===== src/rtl/lsu_data_memory.sv =====
// RV32I load/store data memory: byte lanes, sign extension, error responses.
// Latency LATENCY cycles accept-to-response; req_ready low while waiting, no response backpressure.
module lsu_data_memory #(
    parameter int ADDR_W  = 32,
    parameter int DEPTH   = 64,
    parameter int LATENCY = 1
) (
    input  logic              clk,
    input  logic              reset,
    input  logic              req_valid,
    output logic              req_ready,
    input  logic              req_we,
    input  logic [ADDR_W-1:0] req_addr,
    input  logic [2:0]        req_funct3,
    input  logic [31:0]       req_wdata,
    output logic              rsp_valid,
    output logic [31:0]       rsp_rdata,
    output logic              rsp_err
);

    localparam int IDX_W = $clog2(DEPTH);

    typedef enum logic [1:0] {
        ST_IDLE,
        ST_WAIT,
        ST_RESP
    } state_t;

    state_t      state_q, state_d;
    logic [1:0]  cnt_q, cnt_d;
    logic [31:0] hold_q, hold_d;
    logic [2:0]  funct3_q, funct3_d;
    logic [1:0]  lane_q, lane_d;
    logic        we_q, we_d;
    logic        err_q, err_d;

    logic                  accept;
    logic                  range_err, align_err, op_err, req_err;
    logic [IDX_W-1:0]      idx;
    logic [1:0]            lane;
    logic [3:0]            wr_be;
    logic [31:0]           wr_lanes;
    logic [31:0]           wr_word;
    logic                  wr_en;
    logic [DEPTH-1:0][31:0] mem_rd;
    logic [7:0]            byte_sel;
    logic [15:0]           half_sel;

    assign req_ready = !reset && (state_q != ST_WAIT);
    assign accept    = req_valid && req_ready;
    assign idx       = req_addr[IDX_W+1:2];
    assign lane      = req_addr[1:0];

    // Request decode: every error source is folded into req_err so the write path stays clean.
    always_comb begin
        range_err = |req_addr[ADDR_W-1:IDX_W+2];
        align_err = 1'b0;
        case (req_funct3[1:0])
            2'b01:   align_err = req_addr[0];
            2'b10:   align_err = |req_addr[1:0];
            default: align_err = 1'b0;
        endcase
        if (req_we) begin
            op_err = (req_funct3 >= 3'b011);
        end else begin
            op_err = (req_funct3 == 3'b011) || (req_funct3[2:1] == 2'b11);
        end
        req_err = range_err || align_err || op_err;
    end

    always_comb begin
        wr_be    = 4'b0000;
        wr_lanes = 32'h0;
        if (accept && req_we && !req_err) begin
            case (req_funct3)
                3'b000: begin
                    wr_be    = 4'b0001 << lane;
                    wr_lanes = {4{req_wdata[7:0]}};
                end
                3'b001: begin
                    wr_be    = lane[1] ? 4'b1100 : 4'b0011;
                    wr_lanes = {2{req_wdata[15:0]}};
                end
                3'b010: begin
                    wr_be    = 4'b1111;
                    wr_lanes = req_wdata;
                end
                default: begin
                    wr_be    = 4'b0000;
                    wr_lanes = 32'h0;
                end
            endcase
        end
        wr_en = |wr_be;
        for (int b = 0; b < 4; b++) begin
            wr_word[8*b +: 8] = wr_be[b] ? wr_lanes[8*b +: 8] : mem_rd[idx][8*b +: 8];
        end
    end

    for (genvar gi = 0; gi < DEPTH; gi++) begin : g_mem
        logic [31:0] word_q;
        always_ff @(posedge clk) begin
            if (reset) begin
                word_q <= 32'h0;
            end else if (wr_en && (idx == IDX_W'(gi))) begin
                word_q <= wr_word;
            end
        end
        assign mem_rd[gi] = word_q;
    end

    always_comb begin
        state_d  = state_q;
        cnt_d    = cnt_q;
        hold_d   = hold_q;
        funct3_d = funct3_q;
        lane_d   = lane_q;
        we_d     = we_q;
        err_d    = err_q;
        if (accept) begin
            hold_d   = mem_rd[idx];
            funct3_d = req_funct3;
            lane_d   = lane;
            we_d     = req_we;
            err_d    = req_err;
            cnt_d    = 2'(LATENCY - 1);
            state_d  = (LATENCY > 1) ? ST_WAIT : ST_RESP;
        end else begin
            case (state_q)
                ST_WAIT: begin
                    cnt_d = cnt_q - 2'd1;
                    // Leave WAIT on the edge where the counter reaches zero.
                    if (cnt_q <= 2'd1) begin
                        cnt_d   = 2'd0;
                        state_d = ST_RESP;
                    end
                end
                ST_RESP: state_d = ST_IDLE;
                default: state_d = ST_IDLE;
            endcase
        end
    end

    always_ff @(posedge clk) begin
        if (reset) begin
            state_q  <= ST_IDLE;
            cnt_q    <= 2'd0;
            hold_q   <= 32'h0;
            funct3_q <= 3'b000;
            lane_q   <= 2'b00;
            we_q     <= 1'b0;
            err_q    <= 1'b0;
        end else begin
            state_q  <= state_d;
            cnt_q    <= cnt_d;
            hold_q   <= hold_d;
            funct3_q <= funct3_d;
            lane_q   <= lane_d;
            we_q     <= we_d;
            err_q    <= err_d;
        end
    end

    assign byte_sel = hold_q[8*lane_q +: 8];
    assign half_sel = lane_q[1] ? hold_q[31:16] : hold_q[15:0];

    always_comb begin
        rsp_valid = !reset && (state_q == ST_RESP);
        rsp_rdata = 32'h0;
        rsp_err   = 1'b0;
        if (rsp_valid) begin
            rsp_err = err_q;
            if (!err_q && !we_q) begin
                case (funct3_q)
                    3'b000:  rsp_rdata = {{24{byte_sel[7]}}, byte_sel};
                    3'b001:  rsp_rdata = {{16{half_sel[15]}}, half_sel};
                    3'b010:  rsp_rdata = hold_q;
                    3'b100:  rsp_rdata = {24'h0, byte_sel};
                    3'b101:  rsp_rdata = {16'h0, half_sel};
                    default: rsp_rdata = 32'h0;
                endcase
            end
        end
    end

endmodule


===== config.mk =====
export PLATFORM = sky130hd
export DESIGN_NAME = lsu_data_memory
export DESIGN_NICKNAME = d
export VERILOG_FILES = /design/src/rtl/lsu_data_memory.sv
export SDC_FILE = /design/constraint.sdc
export NUM_CORES = 2
export LEC_CHECK = 0
export ABC_CLOCK_PERIOD_IN_PS = 2900
export BUFFER_PORTS_ARGS = -buffer_cell sky130_fd_sc_hd__buf_2
export CELL_PAD_IN_SITES_DETAIL_PLACEMENT = 0
export CELL_PAD_IN_SITES_GLOBAL_PLACEMENT = 1
export CORE_MARGIN = 2
export CORE_UTILIZATION = 45
export DETAILED_ROUTE_END_ITERATION = 8
export PLACE_DENSITY = 0.82
export SLEW_MARGIN = 0
export SYNTH_ARGS = -nofsm -noshare
export SYNTH_HDL_FRONTEND = slang
export SYNTH_SLANG_ARGS = --single-unit

===== constraint.sdc =====
create_clock -name clk -period 2.9 [get_ports clk]
set_input_delay 0.145 -clock clk [delete_from_list [all_inputs] [get_ports clk]]
set_output_delay 0.145 -clock clk [all_outputs]
set_load 0.03 [all_outputs]

=== Yosys cells after proc, flatten, opt, wreduce, memory -nomap -nowiden ===
Index checks and enable logic that the tools add are counted.

* Bits of input ports: 71
* Bits in registers: 2088

* $lt $le $gt $ge: 2
* Reductions and logical operators: 82
* Shift-type cells: 2
* Equal/unequal tests: 73
* Multiplexer cells: 19

{| class="wikitable"
|+ Operators with widths
! operator !! number
|-
| 32-bit binary-select mux with 6-bit select || 1
|-
| 6-bit equality test (second input constant) || 32
|-
| 32-bit one-hot mux with 5 select lines || 1
|-
| 32-bit two-way mux || 4
|-
| 6-bit by 5-bit equality test with 1-bit output (second input constant) || 16
|-
| 32-bit one-hot mux with 3 select lines || 1
|-
| 1-bit logical AND || 69
|-
| 6-bit by 4-bit equality test with 1-bit output (second input constant) || 8
|-
| 8-bit two-way mux || 4
|-
| 32-bit by 6-bit indexed part select with 8-bit output || 1
|-
| 6-bit by 3-bit equality test with 1-bit output (second input constant) || 4
|-
| 24-bit OR reduction || 1
|-
| 16-bit two-way mux || 1
|-
| 6-bit by 2-bit equality test with 1-bit output (second input constant) || 2
|-
| 4-bit one-hot mux with 3 select lines || 1
|-
| 3-bit by 2-bit equality test with 1-bit output (second input constant) || 3
|-
| 4-bit two-way mux || 2
|-
| 6-bit by 7-bit less-than comparator with 1-bit output (second input constant) || 1
|-
| 3-bit by 1-bit equality test with 1-bit output (second input constant) || 2
|-
| 3-bit equality test (second input constant) || 2
|-
| 6-bit by 1-bit equality test with 1-bit output (second input constant) || 1
|-
| 3-bit logical NOT || 2
|-
| 6-bit logical NOT || 1
|-
| 2-bit equality test (second input constant) || 2
|-
| 10 further kinds || 16
|}

=== Depth between registers and ports, before layout ===
* Word-level depth: 9
* Depth in mapped cells: 16
* Depth with buffers taken out: 8

=== Least setup slack after synthesis ===
No wires, ideal clock.

* Kind: input port to flip-flop
* Start point: in req_funct3[0]
* End point: reg g_mem[38].word_q[30]
* Arrival: 2675 ps
* Required time: 2757 ps
* Stages on the path: 11
* Slack: 82 ps
* Setup time: 143 ps
* Path buffers: 4
* Cells stage by stage: inv_1 -> ha_1 -> clkbuf_1 -> o21ba_2 -> buf_2 -> a21oi_2 -> or3_1 -> buf_4 -> mux2i_4 -> buf_6 -> a211oi_2

* Longest elaborated chain between the ends: 9

{| class="wikitable"
|+ Ends and longest elaborated chain
! what !! line !! RTL
|-
| start, declared || 14 || <nowiki>input logic [2:0] req_funct3,</nowiki>
|-
| branches (longest 9 deep; another with 3-bit by 2-bit greater-or-equal comparator with 1-bit output) || -- ||
|-
| end signal, assigned || 106 || <nowiki>word_q <= wr_word;</nowiki>
|-
| end, declared || 101 || <nowiki>logic [31:0] word_q;</nowiki>
|}

Several ways; the timed one is not identified.
A chain may end at the register's enable or synchronous reset.

=== Worst setup path in the final report ===
* Start point: reg g_mem[15].word_q[23]
* End point: reg hold_q[23]

* Longest elaborated chain between the ends: 2

{| class="wikitable"
|+ Ends and longest elaborated chain
! what !! line !! RTL
|-
| start, declared || 101 ||
|-
| start signal, assigned || 106 ||
|-
| 32-bit binary-select mux with 6-bit select || 121 || <nowiki>hold_d = mem_rd[idx];</nowiki>
|-
| 32-bit two-way mux (implied by the code) || 121 ||
|-
| end signal, assigned || 156 || <nowiki>hold_q <= hold_d;</nowiki>
|-
| end, declared || 31 || <nowiki>logic [31:0] hold_q, hold_d;</nowiki>
|}

No other way between the ends. The select of a mux whose other input is x is not followed.

==> run summary <==
Outcome -> finished with violations
Failing checks -> DRC, setup timing
Placed insts -> 12.67k
Clock buffer count from CTS -> 215
Post-synth top cells -> dfxtp_1, o21ai_0, mux2i_1
Flop pwr share -> 0.460
Core Util, Final -> 0.5327
CP max stage delay -> 0.76 ns
Ports -> 106
DR iter-0 viols -> 11.19k
Residual DRC -> 2
Total GRT Usage -> 0.3050
Routed WL -> 344100 um
Layout area overhead -> 17.43%
Number of global-route vias before repair -> 80.45k
Cell with the largest stage delay on the worst path -> or4b_2
Slew @ Worst Pin -> 1.206 ns
Hold slack -> 0.1225 ns
Share of cells above drive strength 1 -> 0.2122
Latest clock arrival within the worst-skew pair -> 0.91 ns
Final Setup Violations -> 1
First-pass GRT wire length -> 512800 um
GRT overflow -> 0
Initial antenna violation count -> 7
CTS clk-pin slew, worst paths -> 0.06 ns
Peak Freq -> 0.3445 GHz
NetSw -> 15.24 mW
Clock skew -> 0.05107 ns
Post-synth ARST share -> 0
H-tree depth -> 4
Startpoint Class -> register
Antenna Violating Nets Remaining -> 0
DP Worst Slack -> -0.4968 ns
Switching part of the total -> 0.2438
Bufs on Longest Clock Path -> 3
DP HPWL -> 232300 um
Syn Area/Cell -> 9.755 sq um
WS Path Type -> register to register
Most common cell in the synthesized netlist -> dfxtp_1
Reg2Reg Depth -> 5
Max-Cap Viols -> 0
RSZ-0062 raised after global routing -> false
CP arrival -> 3.62 ns
Clock share of power -> 0.469
Total number of vias -> 83.68k
Warnings from Yosys -> 0
Critical-path cell list -> mux4_2 -> a211oi_1 -> or4b_2 -> nand3_1 -> a21oi_1
Cell Count, Final, Fillers Out -> 13.09k
Routability cong. -> 0.9644
Critical Path RT -> 3.61 ns
Avg WL per Cell -> 26.29 um
Initial Util -> 0.4536
Hold depth -> 5
Critical Path Fanout Max -> 2
Setup WS post-layout -> -0.003174 ns
Final Hold Fails -> 0
CTS Root Cell -> clkbuf_16
Synth Flop Type -> dfxtp_1
Internal -> 47.29 mW
CTS Sinks -> 2088
Die area -> 0.2182 sq mm
Pwr/cell area -> 551.9 mW/mm^2
Crit. End Element -> register
CTS tree -> done
Synth Instances -> 9892
Top post-synthesis cells by area -> dfxtp_1, mux4_2, mux2i_1
P_leak -> 44.37 nW
Vias per cell -> 6.392
Synthesized area -> 0.09649 sq mm
Yosys cell types -> 83
Crit share post-route -> 1.001
Post-synth EDFFs -> 0
Largest net degree at the start of global routing -> 243
DRT Pass-1 Iters -> 9
# rows -> 169
Fin crit period -> 2.903 ns
NumNets Final -> 10.17k
Area leader, netlist -> dfxtp_1
Die height -> 467.1 um
Worst hold path type -> input pin to register
Chip Width -> 467.1 um
Slew HR -> 0.1957
Synth Net Count -> 9967
Core area -> 0.2127 sq mm
Comb pwr share -> 0.071
# port buffers -> 105
Share of the synthesized area in the top cell type -> 0.4332
VDD IR max -> 0.5683 mV
Synth Register Bits -> 2088
Max Slew Vio Count -> 0
Post-synthesis sequential area ratio -> 0.4332
-- placed cells by master, fill, tap and decap left out, types with 12 or more instances in the layout --
cell type      instances
clkinv_2              38
a311oi_1              32
buf_2                 98
nand3_1              740
bufinv_16             21
a211oi_2              56
o22ai_1              101
nand4_1               50
nor3_4                15
inv_1                 13
nand2_1              152
a211oi_1             156
nor4_1                25
nor2_2                18
buf_12               234
o21ai_1               63
o221ai_1              49
a31oi_1              545
mux2i_1              839
nand2b_1              25
a22oi_1               74
nor2_1               408
clkbuf_1              39
nor3_2                56
clkbuf_8              59
buf_4                735
o211ai_1              13
a21oi_1              677
mux2_2                49
clkbuf_16            219
o2111ai_1             16
dlygate4sd3_1         12
o21ai_0             1274
dfxtp_1             2085
nor4_4                18
mux4_2               387
nor2b_1              593
nor3_1                13
nor4_2                30
-- state kept, by name, indices dropped and copies added (netlist names) --
| signal | count |
|---|---|
| g_mem.word_q | 2048 |
| hold_q | 32 |
| funct3_q | 3 |
| lane_q | 2 |
| err_q | 1 |
| state_q | 1 |
| we_q | 1 |
-- cell type report --
class,count,area (sq um)
Fill cell,18600,99410
Multi-Input combinational cell,6679,49420
Sequential cell,2088,41810
Timing Repair Buffer,1089,10950
Clock buffer,316,6414
Tap cell,2821,3530
Clock inverter,78,1107
Inverter,17,75.07
Antenna cell,3,7.507
-- metal layers --
metal | vias to the layer above | share of wire | track usage
met3 | 866 | 0.098 | 0.06164
met1 | 41170 | 0.39 | 0.3952
li1 | 37140 | - | -
met4 | 4 | 0.064 | 0.1785
met2 | 4501 | 0.45 | 0.4712
met5 | - | 0.000067 | 0
-- per-stage QoR --
step	total power [mW]	TNS, ns	cell area (sq um)
3_5_place_dp	33.66	-398.11	105400
6_report	62.53	-0.003174	113300
4_1_cts	62.55	0	113100
2_1_floorplan	31.84	0	96490
3_3_place_gp	33.62	-360.16	105400
5_1_grt	63.91	0	113300
-- power groups by stage --
stage	registers, mW	clock network [mW]	logic (mW)
floorplan	29.4	0	2.48
global placement	29.4	0	4.20
detailed placement	29.4	0	4.24
CTS	28.8	29.5	4.27
global route	28.8	30.6	4.51
finish	28.8	29.3	4.42
-- final timing paths --
check / end / slack (ns) / from
max reg2reg: hold_q[23]$_SDFFE_PP0P_ / -0.003 / g_mem[15].word_q[23]$_SDFFE_PP0P_
max: hold_q[23]$_SDFFE_PP0P_ / -0.003 / g_mem[15].word_q[23]$_SDFFE_PP0P_
min: g_mem[46].word_q[3]$_SDFFE_PP0P_ / 0.12 / req_addr[6]
min reg2reg: g_mem[37].word_q[18]$_SDFFE_PP0P_ / 0.47 / g_mem[37].word_q[18]$_SDFFE_PP0P_
-- critical path, delay by kind of cell (launching register included) --
kind | cells | cell delay, ns
AOI/OAI and AO/OA | 2 | 0.59
DFF | 1 | 0.31
muxes | 1 | 0.51
and+or+nand+nor | 2 | 1.32
-- kinds of logic (layout without fill, tap and decap cells) --
logic type                 Yosys count  in the layout  share of synthesized area
other                                0              3                          0
buffers and inverters             1125           1500                    0.06039
muxes                             1279           1279                     0.1838
and+or+nand+nor                   2229           2229                     0.1282
DFF                               2088           2088                     0.4332
adders and majority gates            4              4                  0.0005187
AOI/OAI and AO/OA                 3167           3167                     0.1940
-- what timing repair did --
action                     4_1_cts  5_1_grt
gates cloned                     0        2
hold endpoints to repair        72        0
setup endpoints to repair       24      473
buffers inserted                 0        6
pin swaps                        0        4
hold buffers                    12        0
resized for setup                5       29
Note: power is estimated with default switching activity, not from simulation.
